File: src/rtl/ifetch_rv32i_if.sv
// Fetch-stage bus bundle: instruction-memory req/ack port plus the
// valid/ready instruction port toward decode.
// master = fetch unit; slave = memory model / decode stage.
interface ifetch_rv32i_if;
  // instruction memory side
  logic        imem_req;
  logic [31:0] imem_addr;
  logic        imem_ack;
  logic [31:0] imem_rdata;
  // decode side
  logic        if_valid;
  logic        id_ready;
  logic [31:0] if_pc;
  logic [31:0] if_instr;
  logic [6:0]  if_opcode;
  logic [2:0]  if_funct3;
  logic [6:0]  if_funct7;
  logic [4:0]  if_rd;
  logic [4:0]  if_rs1;
  logic [4:0]  if_rs2;

  modport master (
    output imem_req, imem_addr,
    input  imem_ack, imem_rdata,
    output if_valid, if_pc, if_instr,
    output if_opcode, if_funct3, if_funct7, if_rd, if_rs1, if_rs2,
    input  id_ready
  );

  modport slave (
    input  imem_req, imem_addr,
    output imem_ack, imem_rdata,
    input  if_valid, if_pc, if_instr,
    input  if_opcode, if_funct3, if_funct7, if_rd, if_rs1, if_rs2,
    output id_ready
  );
endinterface

File: src/rtl/ifetch_rv32i.sv
// RV32I instruction fetch: PC, imem req/ack fetch, instruction register to decode.
// Latency: ack -> if_valid 1 cycle; first req 1 cycle after reset release.
// Backpressure: holds instruction and PC while id_ready=0; no new fetch until accepted.
//
// Ports: clock, reset_n (async active-low); bus (ifetch_rv32i_if.master:
// imem req/addr/ack/rdata, if_valid/id_ready, if_pc, if_instr and decode
// fields); redirect/redirect_pc from branch logic; fetch_err sticky timeout.
// Optional macro IFETCH_MISALIGN_CHK_EN: adds misalign_err and ignores
// redirects to non-word-aligned targets; otherwise the low two target bits
// are cleared.
module ifetch_rv32i #(
  parameter logic [31:0] RESET_PC    = 32'h0000_0000,
  parameter int          TIMEOUT_CYC = 16
) (
  input  logic                  clock,
  input  logic                  reset_n,
  ifetch_rv32i_if.master        bus,
  input  logic                  redirect,
  input  logic [31:0]           redirect_pc,
  output logic                  fetch_err
`ifdef IFETCH_MISALIGN_CHK_EN
  ,
  output logic                  misalign_err
`endif
);

  localparam logic [31:0] NOP     = 32'h0000_0013;
  localparam logic [7:0]  TMO_MAX = 8'(TIMEOUT_CYC);

  typedef enum logic [1:0] {IDLE, FETCH, DROP, VALID} state_t;

  state_t      state, state_n;
  logic [31:0] pc, pc_n;
  logic [31:0] drop_addr, drop_addr_n;
  logic [31:0] instr_q, pc_q;
  logic        capture;
  logic [7:0]  tmo_cnt, tmo_cnt_n;
  logic        waiting;
  logic        redir_ok;
  logic [31:0] redir_tgt;

`ifdef IFETCH_MISALIGN_CHK_EN
  logic misalign;
  // A misaligned target is flagged and otherwise behaves as no redirect.
  assign misalign  = redirect && (redirect_pc[1:0] != 2'b00);
  assign redir_ok  = redirect && !misalign;
  assign redir_tgt = redirect_pc;
`else
  assign redir_ok  = redirect;
  assign redir_tgt = redirect_pc & 32'hFFFF_FFFC;
`endif

  // An outstanding request cannot be withdrawn, so a redirect during a
  // pending fetch parks in DROP with the old address still on the bus.
  always_comb begin
    state_n     = state;
    pc_n        = pc;
    drop_addr_n = drop_addr;
    capture     = 1'b0;
    case (state)
      IDLE: begin
        state_n = FETCH;
        if (redir_ok) pc_n = redir_tgt;
      end
      FETCH: begin
        if (redir_ok) begin
          pc_n = redir_tgt;
          if (!bus.imem_ack) begin
            state_n     = DROP;
            drop_addr_n = pc;
          end
        end else if (bus.imem_ack) begin
          capture = 1'b1;
          state_n = VALID;
        end
      end
      DROP: begin
        if (redir_ok)     pc_n    = redir_tgt;
        if (bus.imem_ack) state_n = FETCH;
      end
      VALID: begin
        if (redir_ok) begin
          pc_n    = redir_tgt;
          state_n = FETCH;
        end else if (bus.id_ready) begin
          pc_n    = pc + 32'd4;
          state_n = FETCH;
        end
      end
      default: state_n = IDLE;
    endcase
  end

  // Every exit from FETCH/DROP needs an ack, so clearing on "not waiting"
  // covers both the ack and the leave-state conditions.
  assign waiting   = ((state == FETCH) || (state == DROP)) && !bus.imem_ack;
  assign tmo_cnt_n = !waiting ? 8'd0 :
                     (tmo_cnt == TMO_MAX) ? tmo_cnt : tmo_cnt + 8'd1;

  always_ff @(posedge clock or negedge reset_n) begin
    if (!reset_n) begin
      state     <= IDLE;
      pc        <= RESET_PC;
      drop_addr <= RESET_PC;
      instr_q   <= NOP;
      pc_q      <= RESET_PC;
      tmo_cnt   <= 8'd0;
      fetch_err <= 1'b0;
    end else begin
      state     <= state_n;
      pc        <= pc_n;
      drop_addr <= drop_addr_n;
      tmo_cnt   <= tmo_cnt_n;
      if (capture) begin
        instr_q <= bus.imem_rdata;
        pc_q    <= pc;
      end
      if (waiting && (tmo_cnt_n == TMO_MAX)) fetch_err <= 1'b1;
    end
  end

`ifdef IFETCH_MISALIGN_CHK_EN
  always_ff @(posedge clock or negedge reset_n) begin
    if (!reset_n) misalign_err <= 1'b0;
    else          misalign_err <= misalign;
  end
`endif

  assign bus.imem_req  = (state == FETCH) || (state == DROP);
  assign bus.imem_addr = (state == DROP) ? drop_addr : pc;
  assign bus.if_valid  = (state == VALID);
  assign bus.if_pc     = pc_q;
  assign bus.if_instr  = instr_q;
  assign bus.if_opcode = instr_q[6:0];
  assign bus.if_rd     = instr_q[11:7];
  assign bus.if_funct3 = instr_q[14:12];
  assign bus.if_rs1    = instr_q[19:15];
  assign bus.if_rs2    = instr_q[24:20];
  assign bus.if_funct7 = instr_q[31:25];

endmodule

File: src/flat_wrapper.sv
// flat-port wrapper written by rule: the top's interface ports become plain ports
module ifetch_rv32i_flat 
#(
  parameter logic [31:0] RESET_PC    = 32'h0000_0000,
  parameter int          TIMEOUT_CYC = 16
)
  (clock, reset_n, redirect, redirect_pc, fetch_err, bus_imem_req, bus_imem_addr, bus_imem_ack, bus_imem_rdata, bus_if_valid, bus_if_pc, bus_if_instr, bus_if_opcode, bus_if_funct3, bus_if_funct7, bus_if_rd, bus_if_rs1, bus_if_rs2, bus_id_ready);
  ifetch_rv32i_if bus_i ();
  input  logic clock;
  input  logic reset_n;
  input  logic redirect;
  input  logic [31:0] redirect_pc;
  output logic fetch_err;
  output wire logic [$bits(bus_i.imem_req)-1:0] bus_imem_req;
  output wire logic [$bits(bus_i.imem_addr)-1:0] bus_imem_addr;
  input wire logic [$bits(bus_i.imem_ack)-1:0] bus_imem_ack;
  input wire logic [$bits(bus_i.imem_rdata)-1:0] bus_imem_rdata;
  output wire logic [$bits(bus_i.if_valid)-1:0] bus_if_valid;
  output wire logic [$bits(bus_i.if_pc)-1:0] bus_if_pc;
  output wire logic [$bits(bus_i.if_instr)-1:0] bus_if_instr;
  output wire logic [$bits(bus_i.if_opcode)-1:0] bus_if_opcode;
  output wire logic [$bits(bus_i.if_funct3)-1:0] bus_if_funct3;
  output wire logic [$bits(bus_i.if_funct7)-1:0] bus_if_funct7;
  output wire logic [$bits(bus_i.if_rd)-1:0] bus_if_rd;
  output wire logic [$bits(bus_i.if_rs1)-1:0] bus_if_rs1;
  output wire logic [$bits(bus_i.if_rs2)-1:0] bus_if_rs2;
  input wire logic [$bits(bus_i.id_ready)-1:0] bus_id_ready;
  assign bus_imem_req = bus_i.imem_req;
  assign bus_imem_addr = bus_i.imem_addr;
  assign bus_i.imem_ack = bus_imem_ack;
  assign bus_i.imem_rdata = bus_imem_rdata;
  assign bus_if_valid = bus_i.if_valid;
  assign bus_if_pc = bus_i.if_pc;
  assign bus_if_instr = bus_i.if_instr;
  assign bus_if_opcode = bus_i.if_opcode;
  assign bus_if_funct3 = bus_i.if_funct3;
  assign bus_if_funct7 = bus_i.if_funct7;
  assign bus_if_rd = bus_i.if_rd;
  assign bus_if_rs1 = bus_i.if_rs1;
  assign bus_if_rs2 = bus_i.if_rs2;
  assign bus_i.id_ready = bus_id_ready;
  ifetch_rv32i #(.RESET_PC(RESET_PC), .TIMEOUT_CYC(TIMEOUT_CYC)) u_core (.clock(clock), .reset_n(reset_n), .bus(bus_i), .redirect(redirect), .redirect_pc(redirect_pc), .fetch_err(fetch_err));
endmodule
File: config.mk
export PLATFORM = sky130hd
export DESIGN_NAME = ifetch_rv32i_flat
export DESIGN_NICKNAME = d
export VERILOG_FILES = /design/src/rtl/ifetch_rv32i_if.sv /design/src/rtl/ifetch_rv32i.sv /design/src/flat_wrapper.sv
export SDC_FILE = /design/constraint.sdc
export NUM_CORES = 1
export LEC_CHECK = 0
export CORE_UTILIZATION = 51
export DETAILED_ROUTE_END_ITERATION = 6
export PLACE_DENSITY = 0.87
export SLEW_MARGIN = 20
export SYNTH_ARGS = -nofsm -noshare
export SYNTH_HDL_FRONTEND = slang
export SYNTH_SLANG_ARGS = --single-unit
File: constraint.sdc
create_clock -name clock -period 3.1 [get_ports clock]
set_input_delay 0.31 -clock clock [delete_from_list [all_inputs] [get_ports clock]]
set_output_delay 0.31 -clock clock [all_outputs]
set_load 0.005 [all_outputs]
==> results of run 1 <==
-- cell families after synthesis --
| family | synth area share [%] |
|---|---|
| XOR/XNOR | 5.06 |
| other | 0.0586 |
| multiplexers | 21.6 |
| adder cells (fa/ha/maj) | 1.17 |
| AO/OA/AOI/OAI | 3.85 |
| buffers and inverters | 6.41 |
| AND/OR/NAND/NOR | 9.77 |
| flip-flops | 52.1 |
-- repair_timing --
action | in CTS | in global routing
resized for setup | 0 | 0
hold buffers | 1 | 0
endpoints found under the hold margin | 69 | 0
-- sequential cells by signal (all words and copies together), names as in the netlist --
register and cells:
u_core.bus.if_instr 32, u_core.state 2, u_core.tmo_cnt 8, u_core.drop_addr 30
u_core.pc 30, u_core.bus.if_pc 30, u_core.fetch_err 1
-- power groups by stage --
stage	logic [W]	clock network, W	registers, W
2_1_floorplan	0.00149	0	0.00283
3_3_place_gp	0.00298	0	0.00286
3_5_place_dp	0.00308	0	0.00292
4_1_cts	0.00310	0.00191	0.00290
5_1_grt	0.00330	0.00199	0.00299
6_report	0.00307	0.00187	0.00290
-- synthesized netlist by cell type, drive strengths merged --
master / count / area, µm²
a22o: 1 / 8.76
nand4: 11 / 90.1
clkbuf: 11 / 41.3
nor3b: 1 / 7.51
dfstp: 3 / 78.8
a21oi: 5 / 25.0
o221ai: 1 / 8.76
a21boi: 1 / 7.51
mux2: 122 / 1370
and3: 4 / 25.0
o21ai: 30 / 150
mux2i: 1 / 10.0
nor2: 15 / 56.3
nor3: 13 / 65.1
ha: 6 / 75.1
nor4: 6 / 65.1
nand2: 47 / 176
o22ai: 1 / 6.26
xor2: 27 / 236
a41o: 2 / 20.0
buf: 50 / 335
conb: 1 / 3.75
a311o: 2 / 20.0
or3: 1 / 6.26
nand4b: 2 / 17.5
dfrtp: 130 / 3250
inv: 9 / 33.8
xnor2: 10 / 87.6
or2: 1 / 6.26
nand3: 22 / 110
-- final cells by class --
cell class / count / area (µm²)
timing repair buffer: 198 / 1980
clock buffer: 27 / 503
inverter: 9 / 33.8
fill: 856 / 3330
clock inverter: 4 / 45.0
sequential: 133 / 3330
multi-input combinational: 336 / 2680
tap: 168 / 210
-- stage by stage --
step                hold WS [ns]  total power [W]  cells
global route               0.284          0.00827    875
floorplan                 0.0144          0.00432    539
CTS                        0.257          0.00791    875
global placement           0.355          0.00584    843
finish                     0.273          0.00784    875
detailed placement         0.365          0.00600    843
-- worst paths after layout --
check | from | endpoint | slack [ns] | cells past startpoint
min | redirect | u_core.pc[2] | 0.27 | 3
min reg2reg | u_core.bus.if_pc[12] | u_core.bus.if_pc[12] | 0.48 | 2
max reg2reg | u_core.state[0] | u_core.pc[11] | 0.89 | 6
max in group asynchronous | reset_n | u_core.drop_addr[21] | 1.81 | 3
min in group asynchronous | reset_n | u_core.bus.if_instr[20] | 0.47 | 2
max | u_core.state[0] | bus_imem_addr[3] | 0.18 | 5
-- per-layer routing --
layer	part of all wire [%]	vias up	track usage, %
li1	-	2156	-
met1	41	2252	29.4
met2	51	166	43.9
met3	6.4	20	7.07
met4	1.6	0	11.0
met5	0	-	0
-- worst max-delay path: cells and delay by family, from the launching register on --
family | cells | cell delay [ns]
multiplexers | 1 | 0.39
buffers and inverters | 3 | 0.92
adder cells (fa/ha/maj) | 1 | 0.43
flip-flops | 1 | 0.43
==> metrics.md, run 1 <==
| Metric | Value |
|---|---|
| Vias in the first global route | `4751` |
| Fin crit share | `94.2%` |
| Synthesized flop and latch total | `133` |
| Clock group share of total power | `23.9%` |
| Initial antenna violation count | `0` |
| CP max-delay cell | `clkdlybuf4s50_1` |
| Post-synth cell types | `38` |
| Total track usage | `25.3%` |
| Antenna-violating nets left | `0` |
| Post-DP Area | `8230 µm²` |
| Post-DP HPWL | `11000 µm` |
| Power density cells | `893 nW/µm²` |
| Worst hold path class | `input port to flip-flop` |
| Postcts setup bufs | `0` |
| Yosys warning count | `0` |
| Clock sink count | `133` |
| Layout cell share with drive strength beyond 1 | `23.5%` |
| PortBufs | `193` |
| Cells after Synth | `536` |
| Post-Route WL | `15500 µm` |
| Crit end category | `output port` |
| Total number of H-tree levels | `4` |
| Clock Path Buffers | `2` |
| Crit Path Class | `flip-flop to output port` |
| Switching Share | `28.0%` |
| Avg Cell Area, Syn | `11.9 µm²` |
| Core area | `12100 µm²` |
| GP Congestion | `0.779` |
| Via density | `5.25` |
| P&R area growth vs syn | `37.2%` |
| Setup violations, final | `0` |
| Final nets | `770` |
| Diode count | `0` |
| Drt wl/cell | `17.7 µm` |
| Worst-skew pair later-pin latency | `0.41 ns` |
| Iteration-0 DRC Markers | `199` |
| Initial Util | `52.9%` |
| Post-route cell area | `8780 µm²` |
| Max-Slew Margin vs Limit | `38.7%` |
| Crit path launch type | `flip-flop` |
| Unrepaired setup endpoints after global routing | `no` |
| DIE AREA | `13000 µm²` |
| Tightest Pin Transition | `0.918 ns` |
| Critical-path cell list | `inv_1 > ha_2 > buf_4 > mux2_2 > clkdlybuf4s50_1` |
| Post-Route Utilization | `72.5%` |
| Leak | `3.64 nW` |
| Layout Skew | `0.00491 ns` |
| Logic pwr share | `39.1%` |
| Final Critical Period | `2.92 ns` |
| Sequential share of power | `37.0%` |
| CTS Buf Count | `17` |
| CP arrival | `2.61 ns` |
| Crit path required time | `2.79 ns` |
| CTS tree | `built` |
| Gr ovfl total | `0` |
| Die Wd | `114 µm` |
| Fin. max-slew vios | `0` |
| Fmax | `342 MHz` |
| Delay of the slowest critical-path stage | `0.45 ns` |
| Clock Root Buffer | `clkbuf_16` |
| Most common cell after layout, fill and taps aside | `clkdlybuf4s50_1` |
| Most frequent cells in the layout | `clkdlybuf4s50_1 (191), dfrtp_1 (130), mux2_2 (122)` |
| Post-synthesis sequential area ratio | `52.1%` |
| Status | `finished, final reports clean` |
| Max Cap Viol | `0` |
| Dpl ws | `0.599 ns` |
| Crit path max fanout | `22` |
| Net switching power | `0.00219 W` |
| P_int | `0.00565 W` |
| Die height | `114 µm` |
| Setup WS post-layout | `0.179 ns` |
| Setup TNS | `0 ns` |
| Peak supply drop | `0.501 mV` |
| Number of cell rows | `40` |
| Boundary Pins | `200` |
| Post-synthesis cell area | `6400 µm²` |
| Drc violations | `0` |
| Drt pass-1 iters | `4` |
| Pin count of the biggest net entering global routing | `74` |
| Final Hold Fails | `0` |
| Clk slew on worst S/H paths | `0.05 ns` |
| Via count | `4594` |
| First-pass GRT wire length | `24800 µm` |
Note: power is estimated with default switching activity, not from simulation.
==> run 2: changes to the inputs <==
--- a/config.mk
+++ b/config.mk
@@ -6,7 +6,9 @@
 export NUM_CORES = 1
 export LEC_CHECK = 0
 export CORE_UTILIZATION = 51
+export CTS_CLUSTER_SIZE = 16
 export DETAILED_ROUTE_END_ITERATION = 6
+export GPL_TIMING_DRIVEN = 0
 export PLACE_DENSITY = 0.87
 export SLEW_MARGIN = 20
 export SYNTH_ARGS = -nofsm -noshare
==> metrics.md, run 2 (synthesis gave the netlist of run 1 again) <==
| Metric | Value |
|---|---|
| Iteration-0 DRC Markers | `278 (+40%)` |
| GP Congestion | `0.839 (+7.6%)` |
| Initial Util | `52.9% (unchanged)` |
| Layout Skew | `0.00641 ns (+0.00150 ns)` |
| Post-DP HPWL | `12200 µm (+11%)` |
| Crit path required time | `2.79 ns (about the same)` |
| PortBufs | `192 (-0.52%)` |
| Fmax | `342 MHz (about the same)` |
| Final Hold Fails | `0 (unchanged)` |
| Gr ovfl total | `0 (unchanged)` |
| Post-Route WL | `16300 µm (+5.0%)` |
| Fin. max-slew vios | `0 (unchanged)` |
| Design Power | `0.00830 W (+5.9%)` |
| Max reg flops | `32 (unchanged)` |
| Total number of H-tree levels | `4 (unchanged)` |
| Fin crit share | `94.3% (about the same)` |
| CP arrival | `2.61 ns (about the same)` |
| Clk slew on worst S/H paths | `0.06 ns (about the same)` |
| Clock Root Buffer | `clkbuf_16` |
| Crit Path Class | `flip-flop to output port` |
| Dpl ws | `0.400 ns (-0.199 ns)` |
| Max-Slew Margin vs Limit | `57.7% (+19 points)` |
| P&R area growth vs syn | `43.5%` |
| Die Wd | `114 µm (unchanged)` |
| Most frequent cells in the layout | `clkdlybuf4s50_1 (191), dfrtp_1 (130), mux2_2 (122)` |
| Pin count of the biggest net entering global routing | `94 (+27%)` |
| Crit path max fanout | `10 (-55%)` |
| Crit end category | `output port` |
| Max Cap Viol | `0 (unchanged)` |
| Final hold slack | `0.374 ns (+0.101 ns)` |
| Clock sink count | `133 (unchanged)` |
| Crit path launch type | `flip-flop` |
| CTS Buf Count | `17 (unchanged)` |
| Logic pwr share | `41.0% (+1.9 points)` |
| Initial antenna violation count | `0 (unchanged)` |
| Layout cell share with drive strength beyond 1 | `27.8% (+4.4 points)` |
| DIE AREA | `13000 µm² (unchanged)` |
| Final Critical Period | `2.92 ns (+0.00198 ns)` |
| Postcts setup bufs | `0 (unchanged)` |
| Net switching power | `0.00229 W (+4.5%)` |
| Clock Path Buffers | `2 (unchanged)` |
| Status | `finished, final reports clean` |
| Diode count | `0 (unchanged)` |
| Clock group share of total power | `24.1% (+0.2 points)` |
| Unrepaired setup endpoints after global routing | `no` |
| Peak supply drop | `0.453 mV (-9.5%)` |
| Setup WS post-layout | `0.177 ns (-0.00198 ns)` |
| Power density cells | `903 nW/µm² (+1.2%)` |
| Via density | `5.20 (-0.91%)` |
| Drc violations | `0 (unchanged)` |
| Via count | `4854 (+5.7%)` |
| First-pass GRT wire length | `26200 µm (+5.7%)` |
| Setup violations, final | `0 (unchanged)` |
| Total track usage | `26.8% (+1.5 points)` |
| Vias in the first global route | `5010 (+5.5%)` |
| Final nets | `827 (+7.4%)` |
| Tightest Pin Transition | `0.635 ns (-0.283 ns)` |
| P_int | `0.00601 W (+6.4%)` |
| Boundary Pins | `200 (unchanged)` |
| Worst hold path class | `input port to asynchronous set/reset pin` |
| CTS tree | `built` |
| Antenna-violating nets left | `0 (unchanged)` |
| Number of cell rows | `40 (unchanged)` |
| Core area | `12100 µm² (unchanged)` |
| Most common cell after layout, fill and taps aside | `clkdlybuf4s50_1` |
| Setup TNS | `0 ns (unchanged)` |
| Switching Share | `27.6% (-0.36 points)` |
| Drt pass-1 iters | `4 (unchanged)` |
| Sequential share of power | `34.8% (-2.2 points)` |
| Leak | `3.90 nW (+6.9%)` |
| Die height | `114 µm (unchanged)` |
| Drt wl/cell | `17.4 µm (-1.6%)` |
| Worst-skew pair later-pin latency | `0.42 ns (about the same)` |
run 2: area by class of cell:
cell class              count  area, µm²
clock buffers              24        502
flip-flops and latches    133       3330
well taps                 168        210
plain buffers              61        380
inverters                   9       33.8
clock inverters             8       96.3
fillers                   808       2920
repair buffers            194       1960
multi-input cells         336       2670
run 2: stage by stage:
| step | util [%] | instances | instance area [µm²] |
|---|---|---|---|
| floorplan | - | 539 | 6410 |
| global placement | 70.5 | 899 | 8540 |
| detailed placement | 70.8 | 900 | 8580 |
| CTS | 75.9 | 933 | 9190 |
| global route | 75.9 | 933 | 9190 |
| finish | 75.9 | 933 | 9190 |
run 2: routing by layer:
metal  track usage, %  wire length, µm
met1             30.3             6390
met5                0                0
met3             7.01             1060
met4             11.3              426
met2             48.0             8400
run 2: critical path, stage by stage, from the launching register on:
cell	delay, ns
dfrtp_1	0.43
inv_1	0.08
ha_1	0.13
clkbuf_1	0.31
clkbuf_2	0.39
mux2_2	0.38
clkdlybuf4s50_1	0.46
run 2: power by group through the flow:
stage | registers, W | clock network, W | logic (W)
4_1_cts | 0.00289 | 0.00203 | 0.00344
2_1_floorplan | 0.00283 | 0 | 0.00149
3_3_place_gp | 0.00286 | 0 | 0.00331
6_report | 0.00289 | 0.00200 | 0.00340
3_5_place_dp | 0.00291 | 0 | 0.00342
5_1_grt | 0.00299 | 0.00210 | 0.00366
run 2: worst paths after layout:
path | cells past startpoint | endpoint | start | slack, ns
worst max-delay path | 6 | bus_imem_addr[9] | u_core.state[0] | 0.18
worst min-delay path | 2 | u_core.bus.if_instr[19] | reset_n | 0.37
worst max register to register | 6 | u_core.pc[11] | u_core.state[0] | 0.96
worst min register to register | 1 | u_core.fetch_err | u_core.fetch_err | 0.47
max in group asynchronous | 3 | u_core.bus.if_instr[4] | reset_n | 1.99
min in group clock | 3 | u_core.pc[18] | redirect_pc[18] | 0.44
run 2: repair_timing:
item                                   CTS  global route
setup endpoints to repair               21             0
gates resized for setup                  3             0
hold buffers                             1             0
endpoints found under the hold margin   38             0
==> RTL edit (config.mk and constraints of run 1) <==
Encoding of `state_t`: now one-hot (4 bits for 4 states).
--- a/src/rtl/ifetch_rv32i.sv
+++ b/src/rtl/ifetch_rv32i.sv
@@ -28,5 +28,5 @@
   localparam logic [7:0]  TMO_MAX = 8'(TIMEOUT_CYC);
 
-  typedef enum logic [1:0] {IDLE, FETCH, DROP, VALID} state_t;
+  typedef enum logic [3:0] {IDLE = 4'b0001, FETCH = 4'b0010, DROP = 4'b0100, VALID = 4'b1000} state_t;
 
   state_t      state, state_n;
Formal check against the unedited RTL: no difference found for any inputs over 4 cycles, from zero or initial values and one cycle with reset_n low; so few cycles prove little.
==> RTL edit against run 1 <==
Synthesized area up 7.6%; largest power group unchanged; critical path depth down 1; sequential cell count up 2; via count up 17%; critical path type unchanged; setup slack better by 0.13 ns; non-clock buffer count up 8; design area up 6.0%; wire length up 5.2%; register-to-register slack worse by 0.33 ns; total power up 18%; sequential share of layout area down 1.6 points.
==> RTL edit: results (changes against run 1) <==
[logic_synthesis]
synth.area.top_cells = dfrtp_1 (48%), mux2_2 (19%), buf_4 (4.6%), a21oi_1 (2.3%), nand2_1 (2.1%)
yosysUniqueCellTypes = 70  ; +84%
synth_common_cells = dfrtp_1 (131), mux2_2 (114), buf_4 (42), nand2_1 (38), a21oi_1 (32)
ys.warnings.count = 0  ; unchanged
synth_seq_area_share = 0.491  ; -0.0292
ys_async_sr_fraction = 1.00  ; unchanged

[placed_design]
port_buffers = 193  ; unchanged
hpwl_um = 11300  ; +2.9%
place_congestion = 0.866  ; +11%
dpl-instance-area_mm2 = 0.00866  ; +5.3%

[drt]
initialDrtViolationCount = 362  ; +82%
finalWirelength_um = 16300  ; +5.2%
dr.pass1.iters = 6  ; +2
vias = 5371  ; +17%

[pwr]
leakage_uw = 0.00377  ; +3.5%
peakVddDrop_uv = 607  ; +21%

[grt]
met1_usage = 0.291  ; -0.00334
met2_usage = 0.418  ; -0.0211
grt_max_degree = 112  ; +51%
track_usage = 0.246  ; -0.00709
grt_pass1_vias = 5511  ; +16%
grt.met3_usage = 0.0772  ; +0.00655
grt_pass1_wl_um = 27100  ; +9.3%

[setup_path]
crit_path_max_fanout = 23  ; +4.5%
cp-startpoint = u_core.state[1]$_DFFE_PN0P_
arrival_ns = 2.48  ; -0.13 ns
critical_path.max_stage_delay_ns = 0.52  ; +0.07 ns
critPathTopFamily = buffers and inverters
slowest_stage = dfrtp_1

[sta]
finalClockSkew_ns = 0.0130  ; +0.00810 ns
max_slew_margin = 0.357  ; -0.0296

[finish]
nFillCells = 956  ; +12%
drive_gt1_frac = 0.228  ; -0.00682
final_nets = 831  ; +7.9%

[hold_path]
hp-class = in -> async

[status]
status = finished, final reports clean

[clocking]
path_clk_slew_ns = 0.05  ; about the same

RTL edit: changes by cell type after synthesis, sizes merged, moves of 5 or more:
cell,before,now
a21oi,5,33
xor2,27,3
buf,50,67
nor2,15,30
o22ai,1,11
mux2,122,114
nand2,47,39
a211oi,0,7
and2,0,5
nor3,13,8
RTL edit: layout make-up:
| cell class | count | area share |
|---|---|---|
| Clock buffer | 23 | 0.0513 |
| Tap cell | 176 | 0.0236 |
| Inverter | 8 | 0.00322 |
| Multi-Input combinational cell | 391 | 0.321 |
| Sequential cell | 135 | 0.363 |
| Timing Repair Buffer | 206 | 0.220 |
| Clock inverter | 9 | 0.0183 |
RTL edit: kinds of logic after synthesis:
kind of cell	after synthesis	synth area share
mux	115	0.188
fa+ha+maj	3	0.00545
buf+inv	88	0.0789
flops	135	0.491
other cells	1	0.000545
xor+xnor	10	0.0127
compound gates	119	0.114
simple gates	140	0.109
RTL edit: routing by layer:
metal | wire (um) | vias to the layer above | share of wire
met5 | 0 | - | 0
met4 | 256 | 0 | 0.016
met3 | 1310 | 25 | 0.080
met2 | 8320 | 246 | 0.51
met1 | 6430 | 2638 | 0.39
li1 | - | 2462 | -
RTL edit: worst reg2reg max path: stages, from the launching register on:
cell and delay [ns]:
dfrtp_1 0.52, or4b_4 0.67, inv_2 0.09, nand2b_1 0.49, buf_4 0.38, a21oi_1 0.18
o2bb2ai_1 0.09
RTL edit: final timing paths:
check,cells past startpoint,slack [ns],end
max in group asynchronous,2,2.32,u_core.drop_addr[16]$_DFFE_PN0P_
worst min register to register,2,0.48,u_core.bus.if_pc[15]$_DFFE_PN0P_
worst max register to register,6,0.56,u_core.pc[5]$_DFFE_PN0P_
worst min-delay path,1,0.008,u_core.bus.if_instr[3]$_DFFE_PN0P_
min in group clock,2,0.48,u_core.bus.if_pc[15]$_DFFE_PN0P_
worst max-delay path,4,0.31,bus_imem_addr[28]
RTL edit: per-stage QoR:
| stage | std cells | setup slack [ns] | util |
|---|---|---|---|
| 3_3_place_gp | 916 | 0.660 | 0.657 |
| 5_1_grt | 948 | 0.197 | 0.706 |
| 4_1_cts | 948 | 0.287 | 0.706 |
| 6_report | 948 | 0.312 | 0.706 |
| 3_5_place_dp | 916 | 0.584 | 0.657 |
| 2_1_floorplan | 614 | 1.10 | - |
RTL edit: power by group:
group | internal, uW | switching [uW]
registers | 2600 | 776
clock network | 1490 | 720
logic | 2390 | 1280
total | 6470 | 2780
